==> config.mk <==
export PLATFORM = sky130hd
export DESIGN_NAME = hazard_scoreboard
export DESIGN_NICKNAME = d
export VERILOG_FILES = /design/src/rtl/hazard_scoreboard_pkg.sv /design/src/rtl/hazard_scoreboard_operand_match.sv /design/src/rtl/hazard_scoreboard.sv
export SDC_FILE = /design/constraint.sdc
export NUM_CORES = 1
export LEC_CHECK = 0
export ABC_AREA = 1
export BUFFER_PORTS_ARGS = -buffer_cell sky130_fd_sc_hd__buf_2
export CAP_MARGIN = 20
export CORE_MARGIN = 2
export CORE_UTILIZATION = 39
export DETAILED_ROUTE_END_ITERATION = 10
export HOLD_SLACK_MARGIN = 0.1
export PLACE_DENSITY_LB_ADDON = 0.12
export SLEW_MARGIN = 20
export SYNTH_ARGS = -nofsm -noshare
export SYNTH_HDL_FRONTEND = slang
export SYNTH_SLANG_ARGS = --single-unit
export TNS_END_PERCENT = 100
==> constraint.sdc <==
create_clock -name Clk -period 1.8 [get_ports Clk]
set_input_delay 0.18 -clock Clk [delete_from_list [all_inputs] [get_ports Clk]]
set_output_delay 0.18 -clock Clk [all_outputs]
set_load 0.02 [all_outputs]
==> src/rtl/hazard_scoreboard_pkg.sv <==
// Shared definitions for the hazard scoreboard: the forward-select code for the
// register file and the formula for the stage-select width.
package hazard_scoreboard_pkg;

  // Forward select meaning "take the operand from the register file"
  localparam int FWD_RF = 0;

  // Width needed to encode stage numbers 0..stages
  function automatic int sel_width(input int stages);
    return $clog2(stages + 1);
  endfunction

endpackage

==> src/rtl/hazard_scoreboard_operand_match.sv <==
// Youngest-match lookup of one source operand across the in-flight slot vector.
// Slot k (1-based) sits at index k-1 of the packed vectors. The smallest k that
// matches decides the result; older matches are ignored.
module hazard_scoreboard_operand_match
  import hazard_scoreboard_pkg::*;
#(
  parameter int REG_AW   = 3,
  parameter int STAGES   = 3,
  parameter int ZERO_REG = 1,
  localparam int SW      = sel_width(STAGES)
) (
  input  logic [STAGES-1:0]        slot_valid,
  input  logic [STAGES*REG_AW-1:0] slot_dest,
  input  logic [STAGES*SW-1:0]     slot_rdy,
  input  logic [REG_AW-1:0]        src,
  input  logic                     rd,
  output logic                     hazard,
  output logic [SW-1:0]            forw_sel
);

  logic             src_live;
  logic [STAGES-1:0] hit;

  // A constant zero register never creates a dependency
  assign src_live = rd & ~((ZERO_REG != 0) && (src == '0));

  genvar gi;
  generate
    for (gi = 0; gi < STAGES; gi++) begin : g_hit
      assign hit[gi] = src_live & slot_valid[gi] &
                       (slot_dest[gi*REG_AW +: REG_AW] == src);
    end
  endgenerate

  // Scan oldest to youngest so the youngest hit is the last one written
  always_comb begin
    hazard   = 1'b0;
    forw_sel = SW'(FWD_RF);
    for (int k = STAGES - 1; k >= 0; k--) begin
      if (hit[k]) begin
        if (SW'(k + 1) >= slot_rdy[k*SW +: SW]) begin
          hazard   = 1'b0;
          forw_sel = SW'(k + 1);
        end else begin
          hazard   = 1'b1;
          forw_sel = SW'(FWD_RF);
        end
      end
    end
  end

endmodule

==> src/rtl/hazard_scoreboard.sv <==
// Decode-side hazard scoreboard: a shadow pipe of in-flight register writes
// that drives per-operand forward selects, a decode stall and a saturating
// stall counter.
module hazard_scoreboard
  import hazard_scoreboard_pkg::*;
#(
  parameter int REG_AW   = 3,
  parameter int STAGES   = 3,
  parameter int ZERO_REG = 1,
  parameter int CNT_W    = 16,
  localparam int SW      = sel_width(STAGES)
) (
  input  logic              Clk,
  input  logic              Rst,
  input  logic              In_valid,
  input  logic [REG_AW-1:0] Src_a,
  input  logic [REG_AW-1:0] Src_b,
  input  logic              Rd_a,
  input  logic              Rd_b,
  input  logic [REG_AW-1:0] Dest,
  input  logic              We,
  input  logic [SW-1:0]     Rdy_stage,
  input  logic              Flush,
  input  logic              Cnt_clr,
  output logic              Stall,
  output logic [SW-1:0]     Forw_a_ctrl,
  output logic [SW-1:0]     Forw_b_ctrl,
  output logic [STAGES-1:0] Slot_valid,
  output logic [CNT_W-1:0]  Stall_count
);

  localparam logic [CNT_W-1:0] CNT_MAX = '1;

  // Slot k lives at index k-1 (valid) or field k-1 (dest, rdy)
  logic [STAGES-1:0]        valid_reg;
  logic [STAGES*REG_AW-1:0] dest_reg;
  logic [STAGES*SW-1:0]     rdy_reg;
  logic [CNT_W-1:0]         count_reg;

  logic [SW-1:0]     rdy_norm;
  logic              slot1_load;
  logic [REG_AW-1:0] src_sel  [2];
  logic              rd_sel   [2];
  logic              haz      [2];
  logic [SW-1:0]     fwd_sel  [2];

  // Out-of-range ready stages are treated as the worst case (write-back)
  always_comb begin
    rdy_norm = Rdy_stage;
    if (Rdy_stage == '0 || 32'(Rdy_stage) > STAGES) begin
      rdy_norm = SW'(STAGES);
    end
  end

  assign src_sel[0] = Src_a;
  assign src_sel[1] = Src_b;
  assign rd_sel[0]  = Rd_a;
  assign rd_sel[1]  = Rd_b;

  genvar gi;
  generate
    for (gi = 0; gi < 2; gi++) begin : g_operand
      hazard_scoreboard_operand_match #(
        .REG_AW   (REG_AW),
        .STAGES   (STAGES),
        .ZERO_REG (ZERO_REG)
      ) u_match (
        .slot_valid (valid_reg),
        .slot_dest  (dest_reg),
        .slot_rdy   (rdy_reg),
        .src        (src_sel[gi]),
        .rd         (rd_sel[gi]),
        .hazard     (haz[gi]),
        .forw_sel   (fwd_sel[gi])
      );
    end
  endgenerate

  assign Stall       = In_valid & (haz[0] | haz[1]);
  assign Forw_a_ctrl = fwd_sel[0];
  assign Forw_b_ctrl = fwd_sel[1];
  assign Slot_valid  = valid_reg;
  assign Stall_count = count_reg;

  // Only a writing instruction that actually leaves decode occupies slot 1
  assign slot1_load = In_valid & We & ~Stall & ~Flush;

  // Shadow pipe: every slot advances each cycle, slot STAGES retires
  always_ff @(posedge Clk) begin
    if (!Rst) begin
      valid_reg <= '0;
      dest_reg  <= '0;
      rdy_reg   <= '0;
    end else begin
      valid_reg <= {valid_reg[STAGES-2:0], slot1_load};
      dest_reg  <= {dest_reg[(STAGES-1)*REG_AW-1:0], Dest};
      rdy_reg   <= {rdy_reg[(STAGES-1)*SW-1:0], rdy_norm};
    end
  end

  // Stall cycles counted unless flushed; clear beats increment; saturates
  always_ff @(posedge Clk) begin
    if (!Rst) begin
      count_reg <= '0;
    end else if (Cnt_clr) begin
      count_reg <= '0;
    end else if (Stall && !Flush && count_reg != CNT_MAX) begin
      count_reg <= count_reg + 1'b1;
    end
  end

endmodule

Word level (Yosys, flattened, before mapping)
Index checks and enable logic that the tools add are counted.

cells by class
  equality and inequality tests = 7
  magnitude comparators = 3
  add/sub/neg operators = 1
  reduce and logical (&&, ||, !) cells = 7
  bitwise gates (word level) = 24
  mux-type cells = 19

operators with widths
  operator               number
  $and 1x1->1            18
  $eq 3x3->1             6
  $mux 2                 9
  $add 16x1->16 const B  1
  $ne 16x16->1 const B   1
  $mux 1                 10
  $logic_not 3->1        2
  $not 1->1              5
  $ge 2x2->1 const A     2
  $ge 1x2->1 const A     1
  $logic_and 1x1->1      2
  $logic_not 2->1        1
  $reduce_or 2->1        1
  $logic_not 1->1        1
  $or 1x1->1             1

word-level totals
  word-level logic and storage cells = 65
  register bits = 34
  output and inout port bits = 24
  input port bits = 19

Logic depth before layout (Yosys ltp)
  depth after elaboration = 13
  depth in mapped cells = 13
  depth with buffers taken out = 13

Hierarchy
Synthesis repeated with hierarchy kept, for this count alone.

unflattened totals
  cells, all modules = 387
  area, all modules = 2228.4 um^2

by module, submodules not included
  module                           seq. area each (um^2)  area an instance (um^2)  instances  cells an instance
  hazard_scoreboard                680.7                  1612.8                   1          243
  hazard_scoreboard_operand_match  0.0                    307.8                    2          72

Least setup slack after synthesis
OpenSTA, ideal clock, no wires.

  kind = flip-flop to flip-flop
  start point = register count_reg[1] (netlist: Stall_count[1])
  end point = register count_reg[2] (netlist: Stall_count[2])
  stages on the path, launching flop included = 7
  arrival = 1597 ps
  required time = 1661 ps
  period minus slack after synthesis = 1736 ps
  library setup time = 139 ps
  buffers on the path = 1
  slack = 64 ps
  cell sequence = dfxtp_1 ha_1 nor3b_4 nand4_2 clkbuf_1 nand4_1 a21oi_2

between the ends
  cells in the longest elaborated chain, start to end = 2
  elaborated cells between the ends (all ways) = 3
  classes of those cells = add/sub: 1; eq/ne: 1; reduce/logical: 1

RTL lines
  what                                                   RTL line                  RTL
  start: declaration                                     hazard_scoreboard.sv:38   logic [CNT_W-1:0] count_reg;
  start signal: assignment                               hazard_scoreboard.sv:108  count_reg <= count_reg + 1'b1;
  branches (longest 2 deep; another with $add 16x1->16)  --

Several ways; the timed one is not identified.
A chain may end at the register's enable or synchronous reset.

Worst setup path after layout
  start point = register dest_reg[0]
  end point = output Stall

between the ends
  cells in the longest elaborated chain, start to end = 5
  elaborated cells between the ends (all ways) = 8
  classes of those cells = eq/ne: 2; mux: 2; bitwise: 4

RTL lines
  what                      RTL line                               RTL
  start: declaration        hazard_scoreboard.sv:36                logic [STAGES*REG_AW-1:0] dest_reg;
  start signal: assignment  hazard_scoreboard.sv:96                dest_reg <= {dest_reg[(STAGES-1)*REG_AW-1:0], Dest};
  $eq 3x3->1                hazard_scoreboard_operand_match.sv:31  (slot_dest[gi*REG_AW +: REG_AW] == src);
  $and 1x1->1               hazard_scoreboard_operand_match.sv:30  assign hit[gi] = src_live & slot_valid[gi] &
  $mux 1                    hazard_scoreboard_operand_match.sv:40  if (hit[k]) begin
  $or 1x1->1 *              hazard_scoreboard.sv:79                assign Stall = In_valid & (haz[0] | haz[1]);
  $and 1x1->1 *             hazard_scoreboard.sv:79
  end: declaration          hazard_scoreboard.sv:25                output logic Stall,

Every way passes the cells marked *; elsewhere a longest branch is shown, timed or not.

==> metrics.cfg <==
[critical_path]
cp.arrival_ns=1.60
path_cells=buf_4, nand2_1, nand3_1, nor2_2, nand3_2, nand2_2, nand2_4, a21oi_4, buf_6
critPathLaunchType=flop
slowest_stage=dfxtp_2
path_max_fanout=3
crit_type=flop to primary output
cp-end-kind=primary output
cpPeakStageDelay_ns=0.33
crit_required_ns=1.62

[power]
p_total_uw=1487
vdd_drop_max_v=0.0002770
p_leak_uw=0.001204
power.density_nw_per_um2=574.9

[grt]
globalRouteTotalUtil_pct=18.61
antenna_found_initial=0
grt-ovfl-total=0
grt_pass1_vias=1807
grt_pass1_wl_mm=7.948
grt_max_degree=16

[clock_tree]
clk_pin_slew_ns=0.07
clock_latency_ns=0.28
cts_buffer_depth=2
cts_tree=built
root_buffer=clkbuf_8
numClockSinks=32
cts_buffers=5
htreeDepth=2

[yosys]
ys_ff_latch=32
yosysSeqAreaShare_pct=32.12
synth.avg_cell_area_sq_um=6.949
yosysUniqueCellTypes=31
syn-num-nets=307
synth_area_sq_um=1994
synth_cells=287
yosysWarningCount=0

[die]
die_area_sq_um=5702
floorplan.initialDensity_pct=39.81
rows=26
die_w_microns=75.51
boundaryPins=43
fp.dieH_microns=75.51
core_area_sq_um=5010

[layout]
regArea_sq_um=655.6
largest_reg_flops=16
fin_nets=369
area_delta_synth_final_pct=29.74
mostFrequentLayoutCell=nand2_1
diodes=0
multi_input_area_sq_um=1169
fillCellCount=551
final_cell_mix=nand2_1 (62), inv_1 (43), buf_2 (38)
drive_gt1_share_pct=35.53

[status]
status=completed

[sta]
slew_headroom_pct=61.19
worstMarginPinSlew_ns=0.5815
max_freq_mhz=562.3
layout_worst_path_cycle_share_pct=98.80
rsz0062_at_grt=yes
fin_worst_skew_ns=0.004103
finalHoldViolations=0
min_period_ns=1.778
maxSlewViolCount=0
setup_violations=0
setup_ws_ns=0.02151

[routing]
dr_total_vias=2030
wl_per_cell_microns=12.23
vias_per_cell=4.845
first_pass_iters=4
drt-initial-drc-count=72
drc=0
ant_nets=0
wirelength_mm=5.126

[placement]
portBuffers=42
dpl_worst_slack_ns=0.1098
hpwl_mm=3.797
place.gp.congestion=0.8818

[job]
maxCapViolCount=0

[worst_hold_path]
min_path_type=input pin to flop

per-layer routing:
layer	wire (microns)	GRT usage, %
met5	0	0
met1	2194	20.78
met3	183	4.762
met2	2678	33.91
met4	69	6.823
layout make-up:
cell class	count	share of cell area [%]
Multi-Input combinational cell	197	45.16
Sequential cell	32	25.34
Tap cell	70	3.385
Clock buffer	7	3.723
Timing Repair Buffer	61	14.85
Inverter	52	7.544
cell families after synthesis:
group           Yosys count  synth area share (%)
buf+inv                  58                 12.11
flops                    32                 32.12
compound gates           24                 8.595
simple gates            155                 39.08
xor+xnor                 17                 7.466
fa+ha+maj                 1                0.6273
power by group:
part | total (uW) | leakage (uW) | internal (uW) | switching (uW)
Combinational | 153 | 0.000889 | 60.7 | 92.3
Sequential | 734 | 0.000264 | 722 | 11.4
Clock | 601 | 0.0000503 | 340 | 260
Total | 1490 | 0.00120 | 1120 | 364
stage by stage:
step / cells / TNS (ns) / util (%) / instance area, sq um / hold slack, ns
3_5_place_dp: 405 / 0 / 46.63 / 2336 / 0.3687
3_3_place_gp: 405 / 0 / 46.63 / 2336 / 0.3655
5_1_grt: 419 / -0.1716 / 51.65 / 2587 / 0.1577
6_report: 419 / 0 / 51.65 / 2587 / 0.1461
4_1_cts: 416 / -0.05137 / 49.60 / 2485 / 0.1339
2_1_floorplan: 287 / 0 / - / 1994 / 0.2742
final timing paths:
check | startpoint | endpoint | slack (ns) | depth (start not counted)
max | dest_reg[0] | Stall | 0.02 | 9
min | We | Slot_valid[0] | 0.15 | 3
min reg2reg | rdy_reg[0] | rdy_reg[2] | 0.41 | 2
max reg2reg | Stall_count[1] | Stall_count[1] | 0.14 | 6
worst max-delay path: cells and delay by family (launching register included):
kind	cells	cell delay, ns
buffers and inverters	2	0.27
flip-flops	1	0.33
AND/OR/NAND/NOR	6	0.57
AO/OA/AOI/OAI	1	0.15
what timing repair did:
| action | in CTS | in global routing |
|---|---|---|
| buffers inserted | 0 | 3 |
| hold endpoints to repair | 4 | 0 |
| resized for setup | 3 | 33 |
| hold buffers | 4 | 0 |
| endpoints found under the setup margin | 2 | 20 |
| pin swaps | 0 | 13 |
Yosys cell counts:
| library cell | count | area [sq um] |
|---|---|---|
| buf_6 | 1 | 11.26 |
| nand3_4 | 1 | 17.52 |
| buf_12 | 1 | 20.02 |
| o21ai_0 | 1 | 5.000 |
| nor2_2 | 4 | 25.02 |
| a21oi_2 | 7 | 61.31 |
| dfxtp_1 | 32 | 640.6 |
| a21oi_1 | 12 | 60.06 |
| nor3b_4 | 1 | 18.77 |
| nand4_2 | 2 | 25.02 |
| and3_1 | 1 | 6.260 |
| a21boi_1 | 1 | 7.510 |
| nor3_2 | 1 | 10.01 |
| nand3_1 | 21 | 105.1 |
| xor2_1 | 14 | 122.6 |
| nand2_4 | 2 | 22.52 |
| nor2_1 | 23 | 86.33 |
| xnor2_1 | 3 | 26.28 |
| nor3_1 | 5 | 25.02 |
| clkbuf_1 | 4 | 15.01 |
| o211ai_1 | 1 | 7.510 |
| inv_2 | 6 | 22.52 |
| inv_1 | 46 | 172.7 |
| a221oi_1 | 1 | 8.760 |
| ha_1 | 1 | 12.51 |
| nand2_1 | 67 | 251.5 |
| nand4_1 | 17 | 106.4 |
| nand2_8 | 1 | 20.02 |
| a31oi_4 | 1 | 21.27 |
| nand2_2 | 8 | 50.05 |
| nand3_2 | 1 | 10.01 |
Note: power is estimated with default switching activity, not from simulation.
